$ cat src/rtl/trackball_quad_decoder.sv
// Trackball dir/clk receiver: synchronise, glitch-filter and count steps per axis.
// Optional TRACKBALL_PERIOD_EN adds per-axis step-period outputs.

module trackball_qd_filter #(
  parameter int SYNC_STAGES = 2,
  parameter int FILTER_LEN  = 4
) (
  input  logic clk,
  input  logic reset,
  input  logic d,
  output logic q
);
  logic [SYNC_STAGES-1:0] sync;

  always_ff @(posedge clk or posedge reset)
    if (reset) sync <= '0;
    else       sync <= {sync[SYNC_STAGES-2:0], d};

  if (FILTER_LEN == 0) begin : g_bypass
    assign q = sync[SYNC_STAGES-1];
  end else begin : g_filt
    localparam int CW = (FILTER_LEN > 1) ? $clog2(FILTER_LEN) : 1;
    logic [CW-1:0] cnt;
    logic          filt;

    // A change is accepted only after it has persisted FILTER_LEN cycles.
    always_ff @(posedge clk or posedge reset)
      if (reset) begin
        cnt  <= '0;
        filt <= 1'b0;
      end else if (sync[SYNC_STAGES-1] == filt) begin
        cnt <= '0;
      end else if (cnt == CW'(FILTER_LEN - 1)) begin
        filt <= sync[SYNC_STAGES-1];
        cnt  <= '0;
      end else begin
        cnt <= cnt + 1'b1;
      end

    assign q = filt;
  end
endmodule

module trackball_qd_axis #(
  parameter logic [19:0] IDLE_TIMEOUT   = 20'd600000,
  parameter int          CLEAR_ON_LATCH = 1
) (
  input  logic        clk,
  input  logic        reset,
  input  logic        dir_f,
  input  logic        clk_f,
  input  logic        latch,
  output logic [7:0]  count,
  output logic        step,
  output logic        active
`ifdef TRACKBALL_PERIOD_EN
  ,
  output logic [15:0] period
`endif
);
  typedef enum logic {IDLE, ACTIVE} act_t;

  localparam bit CLR = (CLEAR_ON_LATCH != 0);

  act_t        state;
  logic        clk_d, dir_d, rise, going_idle;
  logic [7:0]  pos, pos_step;
  logic [19:0] idle_cnt;

  // Delayed dir keeps a same-cycle dir change from steering this step.
  assign rise       = clk_f & ~clk_d;
  assign pos_step   = dir_d ? pos + 8'd1 : pos - 8'd1;
  assign going_idle = (state == ACTIVE) && !rise && (idle_cnt <= 20'd1);

  always_ff @(posedge clk or posedge reset)
    if (reset) begin
      clk_d    <= 1'b0;
      dir_d    <= 1'b0;
      step     <= 1'b0;
      pos      <= '0;
      count    <= '0;
      state    <= IDLE;
      active   <= 1'b0;
      idle_cnt <= '0;
    end else begin
      clk_d <= clk_f;
      dir_d <= dir_f;
      step  <= rise;
      if (latch) count <= pos;
      if (latch && CLR)  pos <= rise ? (dir_d ? 8'd1 : 8'hFF) : 8'd0;
      else if (rise)     pos <= pos_step;

      case (state)
        IDLE: if (rise) begin
          state    <= ACTIVE;
          active   <= 1'b1;
          idle_cnt <= IDLE_TIMEOUT;
        end
        ACTIVE: if (rise) begin
          idle_cnt <= IDLE_TIMEOUT;
        end else if (going_idle) begin
          state    <= IDLE;
          active   <= 1'b0;
          idle_cnt <= '0;
        end else begin
          idle_cnt <= idle_cnt - 20'd1;
        end
        default: begin
          state  <= IDLE;
          active <= 1'b0;
        end
      endcase
    end

`ifdef TRACKBALL_PERIOD_EN
  logic [15:0] per_cnt;

  always_ff @(posedge clk or posedge reset)
    if (reset) begin
      per_cnt <= '0;
      period  <= '0;
    end else if (rise) begin
      period  <= per_cnt;
      per_cnt <= 16'd1;
    end else begin
      if (per_cnt != 16'hFFFF) per_cnt <= per_cnt + 16'd1;
      if (going_idle)          period  <= 16'hFFFF;
    end
`endif
endmodule

module trackball_quad_decoder #(
  parameter int          SYNC_STAGES    = 2,
  parameter int          FILTER_LEN     = 4,
  parameter logic [19:0] IDLE_TIMEOUT   = 20'd600000,
  parameter int          CLEAR_ON_LATCH = 1
) (
  input  logic        clk,
  input  logic        reset,
  input  logic        h_dir_in,
  input  logic        h_clk_in,
  input  logic        v_dir_in,
  input  logic        v_clk_in,
  input  logic        latch,
  output logic [7:0]  h_count,
  output logic [7:0]  v_count,
  output logic        h_step,
  output logic        v_step,
  output logic        h_active,
  output logic        v_active
`ifdef TRACKBALL_PERIOD_EN
  ,
  output logic [15:0] h_period,
  output logic [15:0] v_period
`endif
);
  // Lane order: {v_clk, v_dir, h_clk, h_dir}; axis 0 = h, axis 1 = v.
  logic [3:0]      raw, filt;
  logic [1:0][7:0] count;
  logic [1:0]      step, active;
`ifdef TRACKBALL_PERIOD_EN
  logic [1:0][15:0] period;
`endif

  assign raw = {v_clk_in, v_dir_in, h_clk_in, h_dir_in};

  for (genvar i = 0; i < 4; i++) begin : g_in
    trackball_qd_filter #(
      .SYNC_STAGES(SYNC_STAGES),
      .FILTER_LEN (FILTER_LEN)
    ) u_filt (
      .clk  (clk),
      .reset(reset),
      .d    (raw[i]),
      .q    (filt[i])
    );
  end

  for (genvar a = 0; a < 2; a++) begin : g_axis
    trackball_qd_axis #(
      .IDLE_TIMEOUT  (IDLE_TIMEOUT),
      .CLEAR_ON_LATCH(CLEAR_ON_LATCH)
    ) u_axis (
      .clk   (clk),
      .reset (reset),
      .dir_f (filt[2*a]),
      .clk_f (filt[2*a+1]),
      .latch (latch),
      .count (count[a]),
      .step  (step[a]),
      .active(active[a])
`ifdef TRACKBALL_PERIOD_EN
      ,
      .period(period[a])
`endif
    );
  end

  assign h_count  = count[0];
  assign v_count  = count[1];
  assign h_step   = step[0];
  assign v_step   = step[1];
  assign h_active = active[0];
  assign v_active = active[1];
`ifdef TRACKBALL_PERIOD_EN
  assign h_period = period[0];
  assign v_period = period[1];
`endif
endmodule
$ cat config.mk
export PLATFORM = sky130hd
export DESIGN_NAME = trackball_quad_decoder
export DESIGN_NICKNAME = d
export VERILOG_FILES = /design/src/rtl/trackball_quad_decoder.sv
export SDC_FILE = /design/constraint.sdc
export NUM_CORES = 1
export LEC_CHECK = 0
export ABC_AREA = 1
export BUFFER_PORTS_ARGS = -buffer_cell sky130_fd_sc_hd__buf_2
export CAP_MARGIN = 0
export CORE_UTILIZATION = 60
export CTS_CLUSTER_DIAMETER = 60
export DETAILED_ROUTE_END_ITERATION = 10
export HOLD_SLACK_MARGIN = 0.15
export PLACE_DENSITY = 0.89
export SETUP_SLACK_MARGIN = 0.2
export SYNTH_ARGS = -nofsm -noshare
export SYNTH_HDL_FRONTEND = slang
export SYNTH_SLANG_ARGS = --single-unit
$ cat constraint.sdc
create_clock -name clk -period 9.5 [get_ports clk]
set_clock_uncertainty 0.15 [all_clocks]
set_input_delay 1.9 -clock clk [delete_from_list [all_inputs] [get_ports clk]]
set_output_delay 1.9 -clock clk [all_outputs]
set_load 0.01 [all_outputs]
# After elaboration in Yosys (flattened, before gate mapping)

Index checks and enable logic that the tools add are counted.

Bits in latches: 0
Output and inout bits: 20
RAM bits: 0
ROM bits: 0
Logic and storage cells: 120
Input bits: 7
Memories: 0
Register bits: 102

Reductions and logical operators: 14
Shift operators: 0
Magnitude comparators: 2
$mul: 0
Bitwise operators: 10
Equal/unequal tests: 14
Add/subtract/negate cells: 10
Mux-type cells: 42
Div/mod/pow operators: 0

Operator list:

| cell                    | count |
|---|---|
| $mux W20                | 6 |
| $mux W8                 | 10 |
| $pmux W20 S2            | 2 |
| $le A20 B1 Y1 const B   | 2 |
| $sub A20 B1 Y20 const B | 2 |
| $add A8 B1 Y8 const B   | 2 |
| $mux W2                 | 8 |
| $sub A8 B1 Y8 const B   | 2 |
| $mux W1                 | 12 |
| $add A2 B1 Y2 const B   | 4 |
| $eq A2 B2 Y1 const B    | 4 |
| $ne A2 B2 Y1 const B    | 4 |
| $not A1 Y1              | 8 |
| $pmux W1 S2             | 4 |
| $reduce_and A2 Y1       | 4 |
| $reduce_and A3 Y1       | 2 |
| $eq A1 B1 Y1            | 4 |
| $logic_and A1 B1 Y1     | 4 |
| $ne A2 B1 Y1 const B    | 2 |
| $reduce_bool A2 Y1      | 2 |
| $and A1 B1 Y1           | 2 |
| $logic_not A1 Y1        | 2 |

# Logic depth before layout (Yosys ltp)

Gate-level depths: netlist (run 1).

Word-level depth: 8
Mapped depth: 11

# Cells and area by module

Synthesis (run 1) repeated with hierarchy kept, for this count alone.

Cell total of the unflattened synthesis: 724
Area, all modules: 5710.5 um^2

By module, submodules not included:

| module              | area an instance (um^2) | times used | cells each |
|---|---|---|---|
| trackball_qd_axis   | 2482.4                  | 2          | 326 |
| trackball_qd_filter | 186.4                   | 4          | 18 |

# Worst setup path after synthesis (run 1)

Ideal clock, no wire load.

Path type: input-to-reg
From: input latch
To: register g_axis[1].u_axis.pos[7]
Arrival time: 2.636 ns
Cell stages on the path: 5
Setup slack: 6.636 ns
Data required time: 9.272 ns
Cell sequence: buf_2 > nor2_1 > inv_1 > o21ai_0 > o21bai_1

Longest elaborated chain between the ends: 1
Elaborated cells on any way between the ends: 2
Classes of those cells: 1 x mux; 1 x reduce/logical

Ends and longest elaborated chain:

| what                                                 | line | text |
|---|---|---|
| from (decl)                                          | 144  | `input logic latch,` |
| $mux W8 / $reduce_bool A2 Y1 (equally long branches) | -    |  |
| to (signal assigned)                                 | 90   | `if (latch && CLR) pos <= rise ? (dir_d ? 8'd1 : 8'hFF) : 8'd0;` |
| to (signal assigned)                                 | 91   | `else if (rise) pos <= pos_step;` |
| to (decl)                                            | 67   | `logic [7:0] pos, pos_step;` |

Parallel ways exist; a longest one is shown, timed or not.
A chain may end at the register's enable or synchronous reset.

# Worst setup path after layout (run 1)

From: register g_axis[1].u_axis.count[3]
To: output v_count[3]

RTL lines:

| what                   | line | text |
|---|---|---|
| from (decl)            | 53   | `output logic [7:0] count,` |
| from (signal assigned) | 89   | `if (latch) count <= pos;` |
| to (decl)              | 146  | `output logic [7:0] v_count,` |

No word-level cell between the ends.

==> results of run 1 <==
==> power by group <==
part           switching, W  internal, W  total, W
clock network      0.000160     0.000101  0.000262
registers          0.000102     0.000552  0.000654
logic              0.000435     0.000266  0.000701
total              0.000697     0.000919   0.00162
==> area by class of cell <==
type	count	area, um^2
clock buffer	9	124
inverter	79	299
fill	699	2880
sequential	102	2550
multi-input combinational	500	2660
clock inverter	7	62.6
timing repair buffer	27	138
tap	108	135
==> Yosys cell counts (all sizes together) <==
cell	count
mux2	2
o22ai	1
o21ai	42
dfrtp	102
nor3	11
buf	5
xnor2	14
a21o	1
and2	1
inv	79
o211ai	4
fa	2
o221ai	2
nand3	42
a21boi	3
nand4	7
or2	1
nor2	93
clkbuf	5
nand3b	12
ha	20
o311ai	1
xor2	15
a21oi	13
nand2	205
a31oi	2
o21bai	6
==> registers in the layout, indices dropped and copies added, names as in the netlist <==
name and count:
g_axis.u_axis.idle_cnt 40, g_axis.u_axis.count 16, g_axis.u_axis.pos 16, g_in.u_filt.g_filt.cnt 8, g_in.u_filt.sync 8, g_in.u_filt.q 4, g_axis.u_axis.active 2, g_axis.u_axis.clk_d 2
g_axis.u_axis.dir_d 2, g_axis.u_axis.state 2, g_axis.u_axis.step 2
==> how the worst min path moves through the flow <==
| stage | startpoint | to | slack (ns) | depth (start not counted) |
|---|---|---|---|---|
| final | g_in[0].u_filt.sync[0] | g_in[0].u_filt.sync[1] | 0.20 | 0 |
| after global routing | g_in[0].u_filt.sync[0] | g_in[0].u_filt.sync[1] | 0.22 | 0 |
| after CTS | g_in[0].u_filt.sync[0] | g_in[0].u_filt.sync[1] | 0.21 | 0 |
| after detailed placement | g_in[0].u_filt.sync[0] | g_in[0].u_filt.sync[1] | 0.19 | 0 |
| after global placement | g_in[0].u_filt.sync[0] | g_in[0].u_filt.sync[1] | 0.19 | 0 |
| after floorplan | g_in[0].u_filt.sync[0] | g_in[0].u_filt.sync[1] | 0.18 | 0 |
==> cells by family after synthesis <==
group,after synthesis,synth area share (%)
AOI/OAI and AO/OA,75,8.38
xor gates and xnor gates,29,4.56
adders and majority gates,22,5.21
buffers and inverters,89,6.53
DFF,102,45.8
muxes,2,0.404
and+or+nand+nor,372,29.1
==> layer usage <==
layer  wire, um  vias to the layer above
li1           -                     2253
met1       4800                     2133
met2       5630                      152
met3        503                       19
met4        163                        0
met5          0                        -
==> through the flow <==
| stage | total power (W) | hold WS (ns) | instance area [um^2] |
|---|---|---|---|
| after floorplan | 0.00120 | 0.181 | 5570 |
| after global placement | 0.00131 | 0.185 | 5780 |
| after detailed placement | 0.00135 | 0.187 | 5780 |
| after CTS | 0.00162 | 0.208 | 5970 |
| after global routing | 0.00174 | 0.217 | 5970 |
| final | 0.00162 | 0.200 | 5970 |
==> metrics list, run 1 <==
- The run finished with clean final reports.
- Dividing the detail-routed via count by the number of cells gives between 5 and 6.
- Cell at the slowest stage of the critical path: sky130_fd_sc_hd__dfrtp_1
- Post-Synthesis Net Count: 720
* Power per cell area: approximately 270 nW/um^2
- Post-route clock period utilization: between 30% and 40%
* Source of the worst register-to-register timing path: g_axis[0].u_axis.state
- Clock-pin slew reported for the worst setup and hold paths after clock tree synthesis: about 0.10 ns
- Num CTS Buffers: 9
- Entering global routing, the biggest net connects 81 pins.
- Worst-Margin Slew: approximately 1.1 ns
- Counting I/O delays and the setup requirement, the final critical path takes 2.98 ns.
- Depth of the critical timing path with buffers and inverters included: 1
* Antenna diodes: 0
- Arrival time reported for the critical path endpoint: 0.93 ns
- The critical path is of the flop to output port type.
* DPL Wire Length: between 7 and 8 mm
* Reg2reg setup slack: roughly 7.1 ns
- H-tree levels: 3
- Die ar.: about 9700 um^2
- Walking the worst path, the cells encountered are buf_2.
- Worst setup path end: v_count[3]
* Critical Path Sink Type: output port
- Global routing met3 resource utilization: under 10%
* Post-route antenna net violation count: 0
- In the global route stage, met1 resource usage came out at between 30% and 40%.
* Vias after detailed routing: approximately 4600
* Max Buffers Root-to-Sink: 2
- Initial antenna violation count: 0
- FMAX: 335 MHz
- The first global-routing pass estimated 19.3 mm of wire.
- Setup violations remaining at the end of the flow were counted as 0.
- Leaving out fill and tap cells, the most frequent cell in the layout is sky130_fd_sc_hd__nand2_1.
* Pre-CTS setup slack: between 6 and 7 ns
- Average wire per standard cell: 13.3 um
- Setup total negative slack: 0 ns
- Number of warnings issued by yosys: 0
* Number of optimization iterations in the first detailed-route pass: 7
- After detailed routing, the number of remaining DRC violations is 0.
- Number of max-slew violations in the final report: 0
* Number of port buffers: 26
* Fraction of layout instances using a drive strength above 1: between 10% and 20%
- The final hold violation count was 0.
- The worst hold path belongs to the class flop to flop.
* Core outline area: between 8000 and 9000 um^2
- Share of the synthesized area in the top cell type: between 40% and 50%
* Die Y: ~98 um
- The root buffer cell chosen for the clock tree is sky130_fd_sc_hd__clkbuf_8.
* Vias in the first global route: 4445
- In the synthesized netlist, the number of instances is 691.
* Total grt overflow: 0
* Net count, final: ~750
- Number of clock sinks seen by CTS: a little over 100
- Crit path buffers/inverters: 1
- A synthesized cell averages 8.06 um^2.
- End of the worst register-to-register path: g_axis[0].u_axis.idle_cnt[6]
- Yosys attributes the largest share of cell area to sky130_fd_sc_hd__dfrtp_1 (46%), sky130_fd_sc_hd__nand2_1 (13%), sky130_fd_sc_hd__nor2_1 (5.6%).
- At the later pin of the worst-skew pair, clock insertion delay measures around 0.37 ns.
* Crit path from: g_axis[1].u_axis.count[3]
* Number of gates resized after cts: 0
- Register bit total from synthesis: just over 100
- Wires add up to about 11 mm.
* Post-route worst setup slack: 6.52 ns
- Maximum fanout along the worst path: 2
- Startpoint types: flop
* Cell type with the largest total area after synthesis: sky130_fd_sc_hd__dfrtp_1
- Required time worst endpoint: ~7.5 ns
- Number of placement rows: 34
* Cell family with the largest share of critical-path delay: flip-flops
* Worst max-slew margin expressed relative to the limit: a little over a quarter
- The top cell types in the final layout, fill and taps aside, are sky130_fd_sc_hd__nand2_1 (198), sky130_fd_sc_hd__dfrtp_1 (102), sky130_fd_sc_hd__nor2_1 (83).
- Placed Cells incl. Taps: between 800 and 900
- Number of distinct standard cells referenced by the synthesized netlist: 38
* Area delta synth->final: 7.07%
- The largest single stage delay on the critical path is roughly 0.4 ns.
- TritonCTS clock tree: yes
- For this design the static power due to leakage is between 2 and 3 nW.
- During I/O placement, the number of pins put on the boundary was 27.
* Filler-free cell count of the finished design: ~830
* Buffers inserted during post-CTS setup optimization: 0
- Effective utilization at floorplan: a little over three fifths
- Unrepaired setup endpoints after global routing: no
- Die outline width: 98.4 um
* Synthesized cell area: around 5600 um^2
- Worst VDD drop: between 150 and 200 uV
* Hold Buf Count CTS: 0
* Sequential cell area fraction in the yosys report: between 40% and 50%
* Number of max-cap violations: 0
- Number of violations reported at the end of detailed-routing iteration 0: between 200 and 300
- Measured on the finished design, the core utilization comes to approximately two thirds.
- Total Routing Usage GR: between 20 and 25%
- Last weighted congestion value of the routability-driven placer: 0.902
- R2R depth: 5
* Met2 Usage GRT: a little over two fifths
- The layer flagged by global routing as most heavily used is met2.
(Power assumes the default switching activity.)
==> run 2: changes to the inputs <==
--- a/config.mk
+++ b/config.mk
@@ -5,7 +5,7 @@
 export SDC_FILE = /design/constraint.sdc
 export NUM_CORES = 1
 export LEC_CHECK = 0
-export ABC_AREA = 1
+export ABC_AREA = 0
 export BUFFER_PORTS_ARGS = -buffer_cell sky130_fd_sc_hd__buf_2
 export CAP_MARGIN = 0
 export CORE_UTILIZATION = 60
==> constraint.sdc (replaced) <==
create_clock -name clk -period 2.9 [get_ports clk]
set_clock_uncertainty 0.15 [all_clocks]
set_input_delay 0.58 -clock clk [delete_from_list [all_inputs] [get_ports clk]]
set_output_delay 0.58 -clock clk [all_outputs]
set_load 0.01 [all_outputs]
==> run 2 against run 1 <==
  * Total power grew to 3.4 times the previous value
  * Combinational power grew to 3.3 times the previous value
  * First-iteration DRC count shrank 11%
  * Sequential share of layout area grew 2.2 points
  * Register-to-register slack lost 6.8 ns
  * Flip-flop and latch count is the same
  * Critical endpoint is now g_axis[0].u_axis.idle_cnt[12]
==> metrics list, run 2 <==
- For this run, design rule violations remaining after detail routing come to 0.
* Core outline area: a little over 8000 um^2
* Critical Path Sink Type: flop
- Most frequent cells in the layout: sky130_fd_sc_hd__dfrtp_1 (102), sky130_fd_sc_hd__nor2_1 (35), sky130_fd_sc_hd__nor3_1 (27)
* Number of port buffers: 26
* Die ar.: about 9000 um^2
* Most used flip-flop cell after synthesis: sky130_fd_sc_hd__dfrtp_1
- The initial antenna violation count was 0.
- Number of clock sinks seen by CTS: between 100 and 150
- The congestion estimate from routability-driven global placement came to ~0.92.
* Regs by FF count: g_axis.u_axis.idle_cnt (40), g_axis.u_axis.count (16), g_axis.u_axis.pos (16)
- Effective utilization at floorplan: about 63%
- Number of endpoints failing setup at the final stage: 0
* FMAX: approximately 390 MHz
* Total grt overflow: 0
- DPL Wire Length: about 7.4 mm
* Worst VDD drop: 643 uV
* Required time worst endpoint: 2.99 ns
- The register with the most flip-flops in the layout has 40 of them.
* Maximum fanout along the worst path: 8
- The floorplan has 33 rows.
- The run finished with clean final reports.
* Most common cell in the netlist: sky130_fd_sc_hd__dfrtp_1
- R2R depth: 5
- Summed over its instances, the top area cell type makes up 49.1% of the synthesized netlist area.
* Arrival time reported for the critical path endpoint: 2.66 ns
- Fraction of layout instances using a drive strength above 1: ~16%
* Fin Hold WS: between 0.1 and 0.15 ns
* Post-synthesis area per instance: about 10 um^2
- Source of the worst register-to-register timing path: g_axis[0].u_axis.idle_cnt[5]
- The via count of the first global-routing pass came to between 3000 and 4000.
- Clock tree synthesis inserted a total of 9 buffers.
* H-tree levels: 3
- Worst-Margin Slew: 0.703 ns
- The final hold violation count is 0.
- Share of synthesized flip-flops with an asynchronous set or reset: 100%
- Cells fill between 60% and 70% of the core in the end.
* Reg2reg setup slack: 0.33 ns
- End of the worst register-to-register path: g_axis[0].u_axis.idle_cnt[12]
- Worst skew pair latency: roughly 0.36 ns
- Clock tree synthesis selected as its root buffer the cell sky130_fd_sc_hd__clkbuf_8.
* Synthesized cell area: 5200 um^2
- The first detailed-routing pass ran for 5 iterations.
* Average via count per standard cell: between 6 and 7
* Register bit total from synthesis: between 100 and 150
- Number of enable flip-flop cells after synthesis: 0
* Power per cell area: approximately 960 nW/um^2
- Compared with the post-synthesis result, the final layout area differs by 9.19%.
- The commonest cells after synthesis are sky130_fd_sc_hd__dfrtp_1 (102), sky130_fd_sc_hd__nor2_1 (35), sky130_fd_sc_hd__nor3_1 (28).
- Measured along the y axis, the die boundary spans between 90 and 100 um.
- Net count, final: 553
- Overall power after layout: about 0.0055 W
- After detailed routing, the average wire length per cell comes to 17.1 um.
- The worst pin sits at a relative slew slack of a little over half.
- Sequential elements use between 40% and 50% of the synthesized area.
- Subtracting the final worst setup slack from the clock period gives approximately 2.6 ns.
* Die outline width: about 95 um
- Largest register by flop count: g_axis.u_axis.idle_cnt
- Total wire length: approximately 11 mm
- Number of max-slew violations in the final report: 0
- TritonCTS clock tree: yes
- Counting distinct cell types in the post-synthesis netlist gives 57.
- In this run the static leakage power is ~2.5 nW.
* Clock-pin slew reported for the worst setup and hold paths after clock tree synthesis: 0.10 ns
- Synth area leaders: sky130_fd_sc_hd__dfrtp_1 (49%), sky130_fd_sc_hd__ha_1 (4.8%), sky130_fd_sc_hd__mux2_2 (4.3%)
* Number of warnings issued by yosys: 0
- Of the available clock period, the critical path in the final layout requires roughly 90%.
- Number of fillers in the final layout: 580
- Leaving out fill and tap cells, the most frequent cell in the layout is sky130_fd_sc_hd__dfrtp_1.
- The detailed router finished its first iteration with around 250 violations.
* Total Routing Usage GR: between 20% and 30%
- Ports placed on the boundary: 27
- Post-Synthesis Net Count: 528
- STA classifies the critical path startpoint as a flop.
- Number of max-cap violations: 0
- Max Buffers Root-to-Sink: 2
- After routing, the total negative slack on setup checks comes to 0 ns.
- Post-route antenna net violation count: 0
- Largest net degree at the start of global routing: 34
* Critical path start-end classification: flop to flop
- Antenna diodes: 0
- Vias after detailed routing: ~4100
- Global-route wire length before repair: approximately 18 mm
* Unrepaired setup endpoints after global routing: no
- Synthesis handed over a netlist of around 500 instances.
- The tightest min-delay check is of the input pin to asynchronous set/reset pin type.
* Cell type with the largest total area after synthesis: sky130_fd_sc_hd__dfrtp_1
==> run 2: cells by family after synthesis <==
family	Yosys count	synth area share, %
mux	30	6.26
xor+xnor	18	3.03
flops	102	49.1
simple gates	174	18.5
compound gates	112	14.3
buf+inv	41	3.15
fa+ha+maj	22	5.58
==> run 2: cell type report <==
| type | count | area, um^2 | share of cell area, % |
|---|---|---|---|
| clock buffer | 11 | 141 | 2.49 |
| clock inverter | 5 | 66.3 | 1.17 |
| inverter | 16 | 63.8 | 1.12 |
| multi-input combinational | 356 | 2490 | 43.8 |
| sequential | 102 | 2550 | 45.0 |
| tap | 105 | 131 | 2.31 |
| timing repair buffer | 39 | 233 | 4.10 |
==> run 2: worst max-delay path, cell delays in order, from the launching register on <==
cell                      delay, ns
sky130_fd_sc_hd__dfrtp_1       0.46
sky130_fd_sc_hd__or4_1         0.74
sky130_fd_sc_hd__nor4_1        0.40
sky130_fd_sc_hd__nand2_1       0.17
sky130_fd_sc_hd__o21ai_1       0.42
sky130_fd_sc_hd__nor2b_1       0.10
==> run 2: metal layers <==
metal / wire, um / track usage [%]
met2: 5510 / 43.5
met4: 216 / 9.34
met1: 4590 / 34.4
met5: 0 / 0
met3: 553 / 4.39
==> run 2: timing repair <==
action / 4_1_cts / 5_1_grt
setup endpoints to repair: 0 / 3
endpoints found under the hold margin: 0 / 2
hold buffers: 0 / 2
resized for setup: 0 / 2
setup buffers: 0 / 0
==> run 2: worst max path at each step <==
stage	start	to	cells past startpoint
after floorplan	g_axis[1].u_axis.idle_cnt[0]	g_axis[1].u_axis.idle_cnt[18]	8
after global placement	g_axis[0].u_axis.idle_cnt[5]	g_axis[0].u_axis.idle_cnt[19]	5
after detailed placement	g_axis[0].u_axis.idle_cnt[0]	g_axis[0].u_axis.idle_cnt[16]	6
after CTS	g_axis[0].u_axis.idle_cnt[5]	g_axis[0].u_axis.idle_cnt[6]	5
after global routing	g_axis[0].u_axis.idle_cnt[5]	g_axis[0].u_axis.idle_cnt[18]	5
final	g_axis[0].u_axis.idle_cnt[5]	g_axis[0].u_axis.idle_cnt[12]	5
==> run 2: power by group <==
group	total (W)	switching (W)	internal (W)
clock	0.000927	0.000494	0.000434
sequential	0.00221	0.000373	0.00184
combinational	0.00234	0.00131	0.00103
==> run 2: stage by stage <==
step | instances | setup WS (ns) | cell area, um^2
CTS | 632 | 0.302 | 5650
floorplan | 499 | 0.484 | 5200
global route | 634 | 0.205 | 5680
detailed placement | 616 | 0.353 | 5440
global placement | 616 | 0.455 | 5440
finish | 634 | 0.332 | 5680
==> run 3: changes to the inputs <==
--- a/config.mk
+++ b/config.mk
@@ -5,7 +5,7 @@
 export SDC_FILE = /design/constraint.sdc
 export NUM_CORES = 1
 export LEC_CHECK = 0
-export ABC_AREA = 0
+export ABC_AREA = 1
 export BUFFER_PORTS_ARGS = -buffer_cell sky130_fd_sc_hd__buf_2
 export CAP_MARGIN = 0
 export CORE_UTILIZATION = 60
==> run 3 against run 2 <==
  * The run now ends with design-rule violations left
  * Largest power group unchanged
  * Global-route usage is 1.2 points lower
  * Cell count rose by 32%
  * Utilization up 0.53 points
  * Hold slack better by 0.026 ns
==> metrics list, run 3 (synthesis results as in run 1) <==
* H-tree levels: 3
* Num CTS Buffers: 9
- End of the worst register-to-register path: g_axis[1].u_axis.idle_cnt[17]
- Number of endpoints failing setup at the final stage: 0
- Number of fillers in the final layout: approximately 670
* Setup total negative slack: 0 ns
- Power per cell area: approximately 900 nW/um^2
* Placed Cells incl. Taps: 820
- Min Clock Period, post-route: about 2 ns
- Worst max-slew margin expressed relative to the limit: between 50% and 60%
- Buffers placed on the I/O ports in this run total 26.
- In this run the most critical hold path is launched from h_dir_in.
* Die outline width: approximately 100 um
- Last weighted congestion value of the routability-driven placer: ~0.97
- Across all layers, the routed design uses ~4700 vias.
- The HPWL after detailed placement is 8.30 mm.
- Worst hold path type: input pin to flop
- Worst VDD drop: about 640 uV
- After clock tree synthesis, the setup repair step added 0 buffers.
- Summed over all layers, the routed wires come to ~11 mm.
- Destination of the worst hold path: g_in[0].u_filt.sync[0]
- Total area of multi-input combinational cells: between 2000 and 3000 um^2
- The floorplan step set the die height to approximately 98 um.
- Worst-Margin Slew: around 0.65 ns
- Number of violations reported at the end of detailed-routing iteration 0: approximately 240
- Count of final hold-check violations: 0
- Post-route antenna net violation count: 0
* Arrival time reported for the critical path endpoint: 2.08 ns
* Average wire per standard cell: 13.5 um
- Startpoint types: flop
- The largest registers in the layout are g_axis.u_axis.idle_cnt (40), g_axis.u_axis.count (16), g_axis.u_axis.pos (16).
- The final-report max-slew violation count is 0.
- Critical Path Sink Type: flop
- The initial utilization of the core area, before any placement, comes to between 60 and 70%.
* Crit path from: g_axis[1].u_axis.idle_cnt[0]
- By startpoint and endpoint, the worst setup path is classified as flop to flop.
* Number of clock sinks seen by CTS: about 100
- In the routed design, unresolved DRC markers number 2.
- After layout, the worst path uses 68.8% of the clock period.
* Filler-free cell count of the finished design: 840
* Net count, final: about 760
- Max Buffers Root-to-Sink: 2
- Setup repair after global routing left no endpoint under its margin.
* Vias in the first global route: about 4400
- The core region is roughly 8800 um^2.
* Required time worst endpoint: around 3 ns
- Counting flops per register, the top entry is g_axis.u_axis.idle_cnt.
- Cells on Worst Hold Path: 1
* Largest register FFs: 40
- In the final layout, the share of cells above drive strength 1 is 10.9%.
* Total grt overflow: 0
- Of all nets on the critical path, the largest fanout is 12.
* Source of the worst register-to-register timing path: g_axis[1].u_axis.idle_cnt[0]
- Run status: complete, but fails checks
* Reg2reg setup slack: between 0.9 and 1 ns
* Number of optimization iterations in the first detailed-route pass: 10
* Ports placed on the boundary: 27
- After detailed routing, the number of vias per cell comes to 5.54.
- Clock-pin slew reported for the worst setup and hold paths after clock tree synthesis: around 0.10 ns
- Number of max-cap violations: 0
- Clock latency on the worst-skew pair, taken at its later pin, is ~0.37 ns.
- TritonCTS clock tree: yes
- Area delta synth->final: 9.48%
- Leakage power: about 3.0 nW
- Antenna diodes: 0
- The library cell used most frequently in the layout, excluding fill and tap cells, is sky130_fd_sc_hd__nand2_1.
- Entering global routing, the biggest net connects 63 pins.
- Initial antenna violation count: 0
- Based on the critical path, the design can be clocked at up to between 500 and 600 MHz.
- The number of cells on the worst reg-to-reg path is 9.
* Die ar.: slightly below 10000 um^2
- Summing all flip-flop and latch instances after layout gives between 2000 and 3000 um^2.
* Violations in the final reports: design-rule violations
- Number of placement rows: 34
* Global-route wire length before repair: approximately 20 mm
- For this run, the total global-route usage over all layers was measured as 24.9%.
- In the layout the commonest cells are sky130_fd_sc_hd__nand2_1 (198), sky130_fd_sc_hd__dfrtp_1 (102), sky130_fd_sc_hd__nor2_1 (83).
* Clock root buffer: sky130_fd_sc_hd__clkbuf_8
run 3: worst max path at each step:
stage,end,cells after the start
finish,g_axis[1].u_axis.idle_cnt[17],9
global route,g_axis[1].u_axis.idle_cnt[17],9
CTS,g_axis[1].u_axis.idle_cnt[17],9
detailed placement,g_axis[1].u_axis.idle_cnt[14],11
global placement,g_axis[1].u_axis.idle_cnt[14],11
floorplan,g_axis[0].u_axis.active,1
run 3: per-layer routing:
layer	track usage, %	share of wire, %	vias up	routed length, um
met4	7.69	1.3	0	150
li1	-	-	2287	-
met5	0	0	-	0
met2	42.8	51	136	5720
met1	31.4	43	2212	4920
met3	5.73	4.7	22	528
run 3: what timing repair did:
item | 4_1_cts | 5_1_grt
resized for setup | 0 | 0
hold buffers | 2 | 2
hold endpoints to repair | 16 | 2
run 3: final cells by class:
cell class | instances | share of cell area (%)
Tap cell | 108 | 2.22
Clock inverter | 6 | 1.62
Clock buffer | 10 | 2.26
Sequential cell | 102 | 41.8
Inverter | 79 | 4.92
Multi-Input combinational cell | 500 | 43.5
Timing Repair Buffer | 35 | 3.61
run 3: where the power goes:
| part | total (W) | switching, W | internal (W) |
|---|---|---|---|
| combinational | 0.00235 | 0.00146 | 0.000893 |
| clock | 0.00104 | 0.000514 | 0.000525 |
| sequential | 0.00214 | 0.000328 | 0.00181 |
| total | 0.00552 | 0.00230 | 0.00323 |
run 3: critical path, stage by stage, from the launching register on:
cell and delay (ns):
sky130_fd_sc_hd__dfrtp_1 0.44, sky130_fd_sc_hd__inv_1 0.11, sky130_fd_sc_hd__ha_1 0.28, sky130_fd_sc_hd__nand2_2 0.12, sky130_fd_sc_hd__nor2_4 0.16, sky130_fd_sc_hd__nand2_2 0.08, sky130_fd_sc_hd__o21ai_2 0.10, sky130_fd_sc_hd__nand2_2 0.09
sky130_fd_sc_hd__nand2_4 0.18, sky130_fd_sc_hd__o21ai_0 0.16
run 3: stage by stage:
step                utilization, %  power (W)  cell area (um^2)  hold slack (ns)  setup WS [ns]
detailed placement            65.8    0.00449              5820            0.190          0.955
global placement              65.8    0.00431              5820            0.188           1.04
CTS                           68.7    0.00554              6080            0.151          0.909
global route                  68.9    0.00594              6100            0.156          0.718
finish                        68.9    0.00552              6100            0.173          0.905
floorplan                        -    0.00393              5580            0.181          0.952
